$ cat config.mk
export PLATFORM = sky130hd
export DESIGN_NAME = mem_region_ctrl
export DESIGN_NICKNAME = d
export VERILOG_FILES = /design/src/rtl/mem_region_ctrl.sv
export SDC_FILE = /design/constraint.sdc
export NUM_CORES = 1
export LEC_CHECK = 0
export ABC_AREA = 1
export CAP_MARGIN = 20
export CELL_PAD_IN_SITES_DETAIL_PLACEMENT = 2
export CELL_PAD_IN_SITES_GLOBAL_PLACEMENT = 2
export CORE_UTILIZATION = 21
export CTS_BUF_LIST = sky130_fd_sc_hd__clkbuf_8
export DETAILED_ROUTE_END_ITERATION = 6
export HOLD_SLACK_MARGIN = 0.02
export PLACE_DENSITY_LB_ADDON = 0.1
export SETUP_SLACK_MARGIN = 0.15
export SYNTH_ARGS = -nofsm -noshare
export SYNTH_HDL_FRONTEND = slang
export SYNTH_SLANG_ARGS = --single-unit
$ cat constraint.sdc
create_clock -name clk -period 3 [get_ports clk]
set_input_delay 0.6 -clock clk [delete_from_list [all_inputs] [get_ports clk]]
set_output_delay 0.6 -clock clk [all_outputs]
set_load 0.03 [all_outputs]
$ cat src/rtl/mem_region_ctrl.sv
// rtl/mem_region_ctrl.sv - instruction/data region decoder with a latency-counted data port
// Optional feature: define MEMCTRL_ERR_EN to report unmapped accesses and ROM writes on d_err.
module mem_region_ctrl #(
    parameter int          ADDR_W    = 32,
    parameter int          DATA_W    = 32,
    parameter int unsigned IMEM_BASE = 0,
    parameter int unsigned IMEM_SIZE = 500,
    parameter int unsigned ROM_BASE  = 500,
    parameter int unsigned ROM_SIZE  = 150000,
    parameter int unsigned RAM_BASE  = 150500,
    parameter int unsigned RAM_SIZE  = 150000,
    parameter int          ROM_LAT   = 1,
    parameter int          RAM_LAT   = 1
) (
    input  logic              clk,
    input  logic              reset,
    input  logic [ADDR_W-1:0] pc,
    output logic [DATA_W-1:0] instr,
    output logic              instr_valid,
    input  logic              d_req,
    input  logic              d_we,
    input  logic [ADDR_W-1:0] d_addr,
    input  logic [DATA_W-1:0] d_wdata,
    output logic [DATA_W-1:0] d_rdata,
    output logic              d_valid,
    output logic              d_busy,
    output logic              d_err,
    output logic [ADDR_W-1:0] imem_addr,
    input  logic [DATA_W-1:0] imem_rdata,
    output logic [ADDR_W-1:0] rom_addr,
    input  logic [DATA_W-1:0] rom_rdata,
    output logic [ADDR_W-1:0] ram_addr,
    output logic              ram_we,
    output logic [DATA_W-1:0] ram_wdata,
    input  logic [DATA_W-1:0] ram_rdata
);

    // Region bounds computed wide so base+size never wraps.
    localparam longint IMEM_LO_L = longint'(IMEM_BASE);
    localparam longint IMEM_HI_L = IMEM_LO_L + longint'(IMEM_SIZE);
    localparam longint ROM_LO_L  = longint'(ROM_BASE);
    localparam longint ROM_HI_L  = ROM_LO_L + longint'(ROM_SIZE);
    localparam longint RAM_LO_L  = longint'(RAM_BASE);
    localparam longint RAM_HI_L  = RAM_LO_L + longint'(RAM_SIZE);

    localparam logic [ADDR_W:0] IMEM_LO = IMEM_LO_L[ADDR_W:0];
    localparam logic [ADDR_W:0] IMEM_HI = IMEM_HI_L[ADDR_W:0];
    localparam logic [ADDR_W:0] ROM_LO  = ROM_LO_L[ADDR_W:0];
    localparam logic [ADDR_W:0] ROM_HI  = ROM_HI_L[ADDR_W:0];
    localparam logic [ADDR_W:0] RAM_LO  = RAM_LO_L[ADDR_W:0];
    localparam logic [ADDR_W:0] RAM_HI  = RAM_HI_L[ADDR_W:0];

    localparam bit OVL_IMEM_ROM = (IMEM_SIZE != 0) && (ROM_SIZE != 0) &&
                                  (IMEM_LO_L < ROM_HI_L) && (ROM_LO_L < IMEM_HI_L);
    localparam bit OVL_IMEM_RAM = (IMEM_SIZE != 0) && (RAM_SIZE != 0) &&
                                  (IMEM_LO_L < RAM_HI_L) && (RAM_LO_L < IMEM_HI_L);
    localparam bit OVL_ROM_RAM  = (ROM_SIZE != 0) && (RAM_SIZE != 0) &&
                                  (ROM_LO_L < RAM_HI_L) && (RAM_LO_L < ROM_HI_L);

    localparam int MAX_LAT = (ROM_LAT > RAM_LAT) ? ROM_LAT : RAM_LAT;
    localparam int CNT_W   = (MAX_LAT < 2) ? 1 : $clog2(MAX_LAT + 1);

    // Refuse to build a map with overlapping regions or a zero wait count.
    generate
        if (OVL_IMEM_ROM || OVL_IMEM_RAM || OVL_ROM_RAM) begin : g_overlap
            $error("mem_region_ctrl: address regions overlap");
        end
        if ((ROM_LAT < 1) || (RAM_LAT < 1)) begin : g_bad_lat
            $error("mem_region_ctrl: ROM_LAT and RAM_LAT must be at least 1");
        end
    endgenerate

    typedef enum logic [1:0] {
        IDLE = 2'd0,
        WAIT = 2'd1,
        RESP = 2'd2
    } state_t;

    state_t           state;
    logic [CNT_W-1:0] wait_cnt;
    logic             cap_we;
    logic             cap_rom;

    logic             pc_hit;
    logic             d_rom_hit;
    logic             d_ram_hit;

    // Half-open region test on an address widened by one bit.
    function automatic logic in_region(input logic [ADDR_W-1:0] a,
                                       input logic [ADDR_W:0]   lo,
                                       input logic [ADDR_W:0]   hi);
        return ({1'b0, a} >= lo) && ({1'b0, a} < hi);
    endfunction

    // Address decode for the fetch and data ports.
    always_comb begin
        pc_hit    = in_region(pc, IMEM_LO, IMEM_HI);
        d_rom_hit = in_region(d_addr, ROM_LO, ROM_HI);
        d_ram_hit = in_region(d_addr, RAM_LO, RAM_HI);
    end

    // Instruction memory offset; zero when the pc is outside the region.
    always_comb begin
        imem_addr = '0;
        if (pc_hit) begin
            imem_addr = pc - IMEM_LO[ADDR_W-1:0];
        end
    end

    // Fetch register: load on a mapped pc, hold the last instruction otherwise.
    always_ff @(posedge clk) begin
        if (reset) begin
            instr       <= '0;
            instr_valid <= 1'b0;
        end else if (pc_hit) begin
            instr       <= imem_rdata;
            instr_valid <= 1'b1;
        end else begin
            instr_valid <= 1'b0;
        end
    end

    // Data port FSM with registered strobes, addresses and response.
    always_ff @(posedge clk) begin
        if (reset) begin
            state     <= IDLE;
            wait_cnt  <= '0;
            cap_we    <= 1'b0;
            cap_rom   <= 1'b0;
            d_rdata   <= '0;
            d_valid   <= 1'b0;
            d_busy    <= 1'b0;
            d_err     <= 1'b0;
            rom_addr  <= '0;
            ram_addr  <= '0;
            ram_we    <= 1'b0;
            ram_wdata <= '0;
        end else begin
            case (state)
                IDLE: begin
                    d_valid <= 1'b0;
                    d_err   <= 1'b0;
                    if (d_req) begin
                        cap_we <= d_we;
                        d_busy <= 1'b1;
                        if (d_ram_hit) begin
                            state    <= WAIT;
                            wait_cnt <= CNT_W'(RAM_LAT);
                            cap_rom  <= 1'b0;
                            ram_addr <= d_addr - RAM_LO[ADDR_W-1:0];
                            if (d_we) begin
                                ram_we    <= 1'b1;
                                ram_wdata <= d_wdata;
                            end
                        end else if (d_rom_hit && !d_we) begin
                            state    <= WAIT;
                            wait_cnt <= CNT_W'(ROM_LAT);
                            cap_rom  <= 1'b1;
                            rom_addr <= d_addr - ROM_LO[ADDR_W-1:0];
                        end else begin
                            // Unmapped access or ROM write: answer at once, touch no memory.
                            state   <= RESP;
                            d_valid <= 1'b1;
                            d_rdata <= '0;
`ifdef MEMCTRL_ERR_EN
                            d_err   <= 1'b1;
`else
                            d_err   <= 1'b0;
`endif
                        end
                    end
                end
                WAIT: begin
                    // The write strobe only ever covers the first wait cycle.
                    ram_we <= 1'b0;
                    if (wait_cnt == CNT_W'(1)) begin
                        state    <= RESP;
                        wait_cnt <= '0;
                        d_valid  <= 1'b1;
                        d_err    <= 1'b0;
                        if (cap_we) begin
                            d_rdata <= '0;
                        end else if (cap_rom) begin
                            d_rdata <= rom_rdata;
                        end else begin
                            d_rdata <= ram_rdata;
                        end
                    end else begin
                        wait_cnt <= wait_cnt - CNT_W'(1);
                    end
                end
                RESP: begin
                    state   <= IDLE;
                    d_valid <= 1'b0;
                    d_err   <= 1'b0;
                    d_busy  <= 1'b0;
                end
                default: begin
                    state   <= IDLE;
                    d_valid <= 1'b0;
                    d_err   <= 1'b0;
                    d_busy  <= 1'b0;
                    ram_we  <= 1'b0;
                end
            endcase
        end
    end

endmodule

# After elaboration in Yosys (flattened, before gate mapping)

Index checks and enable logic that the tools add are counted.

Bitwise logic cells: 3
Reductions and logical operators: 17
Mux-type cells: 31
Add/subtract/negate cells: 3
Eq/ne operators: 9
$lt $le $gt $ge: 5

Operators with widths:

| kind                                                   | number |
|---|---|
| two-way mux 32 bit                                     | 7 |
| case mux 32 bit (2 select lines)                       | 1 |
| >= comparator 32 x 18 -> 1 bit (second input constant) | 1 |
| >= comparator 32 x 9 -> 1 bit (second input constant)  | 1 |
| < comparator 32 x 18 -> 1 bit (second input constant)  | 1 |
| < comparator 32 x 19 -> 1 bit (second input constant)  | 1 |
| < comparator 32 x 9 -> 1 bit (second input constant)   | 1 |
| subtractor 32 x 18 -> 32 bit (second input constant)   | 1 |
| subtractor 32 x 9 -> 32 bit (second input constant)    | 1 |
| two-way mux 1 bit                                      | 14 |
| inequality test 2 bit (second input constant)          | 6 |
| AND reduction 4 bit                                    | 3 |
| AND reduction 3 bit                                    | 3 |
| two-way mux 2 bit                                      | 4 |
| case mux 1 bit (2 select lines)                        | 4 |
| AND reduction 2 bit                                    | 3 |
| AND reduction 5 bit                                    | 1 |
| case mux 2 bit (2 select lines)                        | 1 |
| nonzero test 2 bit                                     | 2 |
| logical AND 1 bit                                      | 3 |
| inequality test 3 bit (second input constant)          | 1 |
| NOT 1 bit                                              | 3 |
| == test 2 x 1 -> 1 bit (second input constant)         | 1 |
| == test 2 bit (second input constant)                  | 1 |
| other kinds (3)                                        | 3 |

Word-level logic and storage cells: 81
Output and inout port bits: 197
Flip-flop bits (word level): 169

# Longest topological paths before layout

Depth in word-level cells: 7
Gate-level depth with buffers: 18
Gate-level depth less buffers: 15

# Worst setup path before layout

Ideal clock, no wire load.

Kind: input to output
From: input pc[27]
To: output imem_addr[0]
Arrival time: 1.842 ns
Buffers on the path: 1
Slack: 0.558 ns
Stages: 6
Cell sequence: nor4_1 > nand2_1 > a41oi_1 > nand2_1 > clkbuf_1 > nor2_1

Longest elaborated chain between the ends: 2

RTL lines:

| item                         | RTL line | text |
|---|---|---|
| start: declaration           | 17       | `input logic [ADDR_W-1:0] pc,` |
| < comparator 32 x 9 -> 1 bit | 92       | `return ({1'b0, a} >= lo) && ({1'b0, a} < hi);` |
| two-way mux 32 bit           | 105      | `if (pc_hit) begin` |
| end: declaration             | 28       | `output logic [ADDR_W-1:0] imem_addr,` |

No other way between the ends.

# Worst setup path after layout

From: input pc[31]
To: output imem_addr[6]

Same word-level chain as after synthesis.

==> flow_summary.yaml <==
global_route:
  first_global_vias: 10176
  overflow: 0
  globalRouteTotalUtil: 0.175
  grt_start_max_net_pins: 49
  grt_antenna_before_repair: 1
  grt_pass1_wl_um: 56600
cells_and_area:
  utilization: 0.338
  layout-drive-gt1-share: 0.107
  multi_input_area_mm2: 0.00403
  area_growth_syn_to_layout_pct: 57.1
  nFillCells: 4794
  seqCellArea_mm2: 0.00338
  fin_nets: 1939
  instances_no_fill: 2281
synthesis:
  yosys.area_share.adder: 0.00290
  syn_avg_cell_area_um2: 6.39
  ys_seq_area_frac: 0.392
  synth_top_family_by_area: "simple AND/OR/NAND/NOR gates"
  ys_types: 38
  synth_mux_area_frac: 0
  synth_warnings: 0
  synth_compound_area_frac: 0.0630
  yosys.area_share.simple: 0.366
  synthXorXnorAreaFrac: 0.0223
  ys_seq_elements: 169
  postSynthCellCount: 1351
  syn_area_mm2: 0.00863
clock_tree:
  clk_pin_slew_ns: 0.09
  clkSinkCount: 169
  clk_latency_ns: 0.49
  htree_levels: 4
  root_buffer: "clkbuf_8"
  cts_made_buffers: 17
  cts_tree: "yes"
  clock_path_buffers: 2
drt:
  drtAntennaViolNets: 0
  drtIter0Drc: 282
  wl_per_cell_um: 15.9
  routed_wl_um: 36400
  via_per_inst: 4.18
  firstDrtPassIters: 4
  vias: 9537
  drc_errors: 0
place:
  place_congestion: 0.790
  hpwl_um: 28600
  dp_cells: 2247
  port_buffers: 368
timing:
  final_max_slew_viol_count: 0
  post-route-min-period_ns: 2.76
  max_slew_margin: 0.601
  hold_slack_ns: 0.482
  fmax_mhz: 362
  finalHoldViolations: 0
  clock_skew_ns: 0.0165
  finalCritPeriodShare: 0.922
  setup_viol: 0
  rsz0062_at_grt: "yes"
  setup-tns-final_ns: 0
  tightest_slew_ns: 0.599
run:
  cap_viol_max_count: 0
setup_path:
  path_class: "in2out"
  path_cells: "clkdlybuf4s50_1, nor4_1, nand2_1, a41oi_1, nand2_2, nor2_1, buf_4"
  critPathMaxFanout: 11
  critPathArrivalTime_ns: 2.16
  cp-end-kind: "primary output"
  cpPeakStageDelay_ns: 0.41
  critPathRequiredTime_ns: 2.40
  cp-start-kind: "input pin"
  cpMaxStageDelayCell: "clkdlybuf4s50_1"
power:
  p_per_area_mw_per_mm2: 348
  peakVddDrop_uv: 249
  leakage_nw: 5.97
min_path:
  hp-class: "reg2reg"
die:
  die_y_um: 205
  io-pin-count: 393
  die_w_um: 205
  rows: 73
  floorplan.initialDensity: 0.215
  dieArea_mm2: 0.0419
  core-area_mm2: 0.0401
outcome:
  run_status: "complete, no violations"
==> stage by stage <==
stage	power [mW]	cell area [µm²]	setup slack, ns
2_1_floorplan	2.71	8720	0.558
6_report	4.72	13600	0.235
4_1_cts	4.86	13600	0.194
3_5_place_dp	3.16	13200	0.00217
3_3_place_gp	3.15	13200	0.0338
5_1_grt	5.00	13600	0.123
==> cells by family after synthesis <==
logic type / after synthesis
AND/OR/NAND/NOR: 752
buffers and inverters: 302
flip-flops: 169
AO/OA/AOI/OAI: 103
XOR/XNOR: 22
adder cells (fa/ha/maj): 2
other: 1
==> cell type report <==
type	count	share of cell area
Clock buffer	19	0.0193
Sequential cell	169	0.249
Multi-Input combinational cell	903	0.297
Clock inverter	13	0.00766
Timing Repair Buffer	439	0.319
Inverter	211	0.0588
Antenna cell	2	0.000369
Tap cell	525	0.0484
==> cells in the final DEF, fill, tap and decap left out, types with 3 or more instances in the layout <==
| master | Yosys | routed |
|---|---|---|
| o21ai_1 | 11 | 11 |
| xor2_1 | 20 | 20 |
| conb_1 | 1 | 24 |
| buf_12 | 0 | 9 |
| nor2_2 | 11 | 13 |
| nand4_1 | 48 | 48 |
| buf_4 | 28 | 70 |
| or2_2 | 10 | 10 |
| clkbuf_8 | 0 | 19 |
| inv_2 | 22 | 22 |
| inv_1 | 168 | 170 |
| nor4_1 | 5 | 4 |
| dfxtp_1 | 169 | 169 |
| nand2_1 | 350 | 349 |
| clkdlybuf4s50_1 | 0 | 359 |
| nor3_1 | 5 | 5 |
| nand3_1 | 16 | 15 |
| clkinvlp_4 | 0 | 4 |
| nand2_2 | 15 | 16 |
| a21oi_1 | 27 | 27 |
| nor2_1 | 281 | 279 |
| o21ai_0 | 56 | 56 |
| nand3_2 | 3 | 4 |
| clkinv_2 | 0 | 3 |
| a21oi_2 | 4 | 4 |
| clkinv_1 | 20 | 20 |
==> per-layer routing <==
layer | track usage | vias to the layer above | share of wire
met4 | 0.0410 | 2 | 0.014
met5 | 0 | - | 0.00030
li1 | - | 4794 | -
met3 | 0.0401 | 28 | 0.053
met2 | 0.289 | 213 | 0.46
met1 | 0.228 | 4500 | 0.47
==> worst paths after layout <==
check | start | to | slack [ns] | cells past startpoint
min reg2reg | ram_addr[6] | ram_addr[6] | 0.48 | 2
min | ram_addr[6] | ram_addr[6] | 0.48 | 2
max reg2reg | state[0] | rom_addr[20] | 1.07 | 7
max | pc[31] | imem_addr[6] | 0.24 | 7
==> registers in the layout, indices dropped and copies added (netlist names) <==
name         cells
d_valid          1
rom_addr        32
wait_cnt         1
cap_we           1
ram_we           1
ram_wdata       32
ram_addr        32
d_rdata         32
instr_valid      1
d_busy           1
instr           32
cap_rom          1
state            2
==> critical path, delay by kind of cell <==
kind                   cells  cell delay (ns)
and+or+nand+nor            4             0.76
AOI/OAI and AO/OA          1             0.20
buffers and inverters      2             0.60
==> synth_stat cells <==
cell	number	share of area
a211oi_1	2	0.0017
o22ai_1	1	0.00072
conb_1	1	0.00043
inv_4	1	0.00072
inv_2	22	0.0096
dfxtp_1	169	0.39
nand4_1	48	0.035
o21ai_1	11	0.0064
buf_2	15	0.0087
nand3_1	16	0.0093
clkbuf_1	34	0.015
nand3b_1	2	0.0017
nor4_1	5	0.0036
a21oi_1	27	0.016
clkinv_1	20	0.0087
xor2_1	20	0.020
nor2_2	11	0.0080
ha_1	2	0.0029
nand2_1	350	0.15
nor2_8	1	0.0023
nand4_2	1	0.0014
or2_2	10	0.0072
nand2_2	15	0.011
o21ai_0	56	0.032
nor3_2	1	0.0012
a41oi_1	1	0.0010
nand3_2	3	0.0035
buf_6	9	0.012
nor2_1	281	0.12
nor3_1	5	0.0029
buf_4	28	0.024
buf_1	5	0.0022
a21oi_2	4	0.0041
nor2_4	2	0.0026
inv_1	168	0.073
xnor2_1	2	0.0020
o2111ai_1	1	0.0010
nand3_4	1	0.0020
==> repair_timing <==
| item | CTS | global route |
|---|---|---|
| gates resized for setup | 2 | 1 |
| pin swaps | 0 | 1 |
| buffers inserted | 0 | 0 |
| hold buffers | 0 | 0 |
| endpoints found under the setup margin | 7 | 7 |
==> power by group <==
part	leakage, nW	internal [mW]	switching, mW
Sequential	1.37	2.27	0.0177
Clock	0.188	0.691	0.930
Combinational	4.42	0.398	0.414
(Power assumes the default switching activity.)
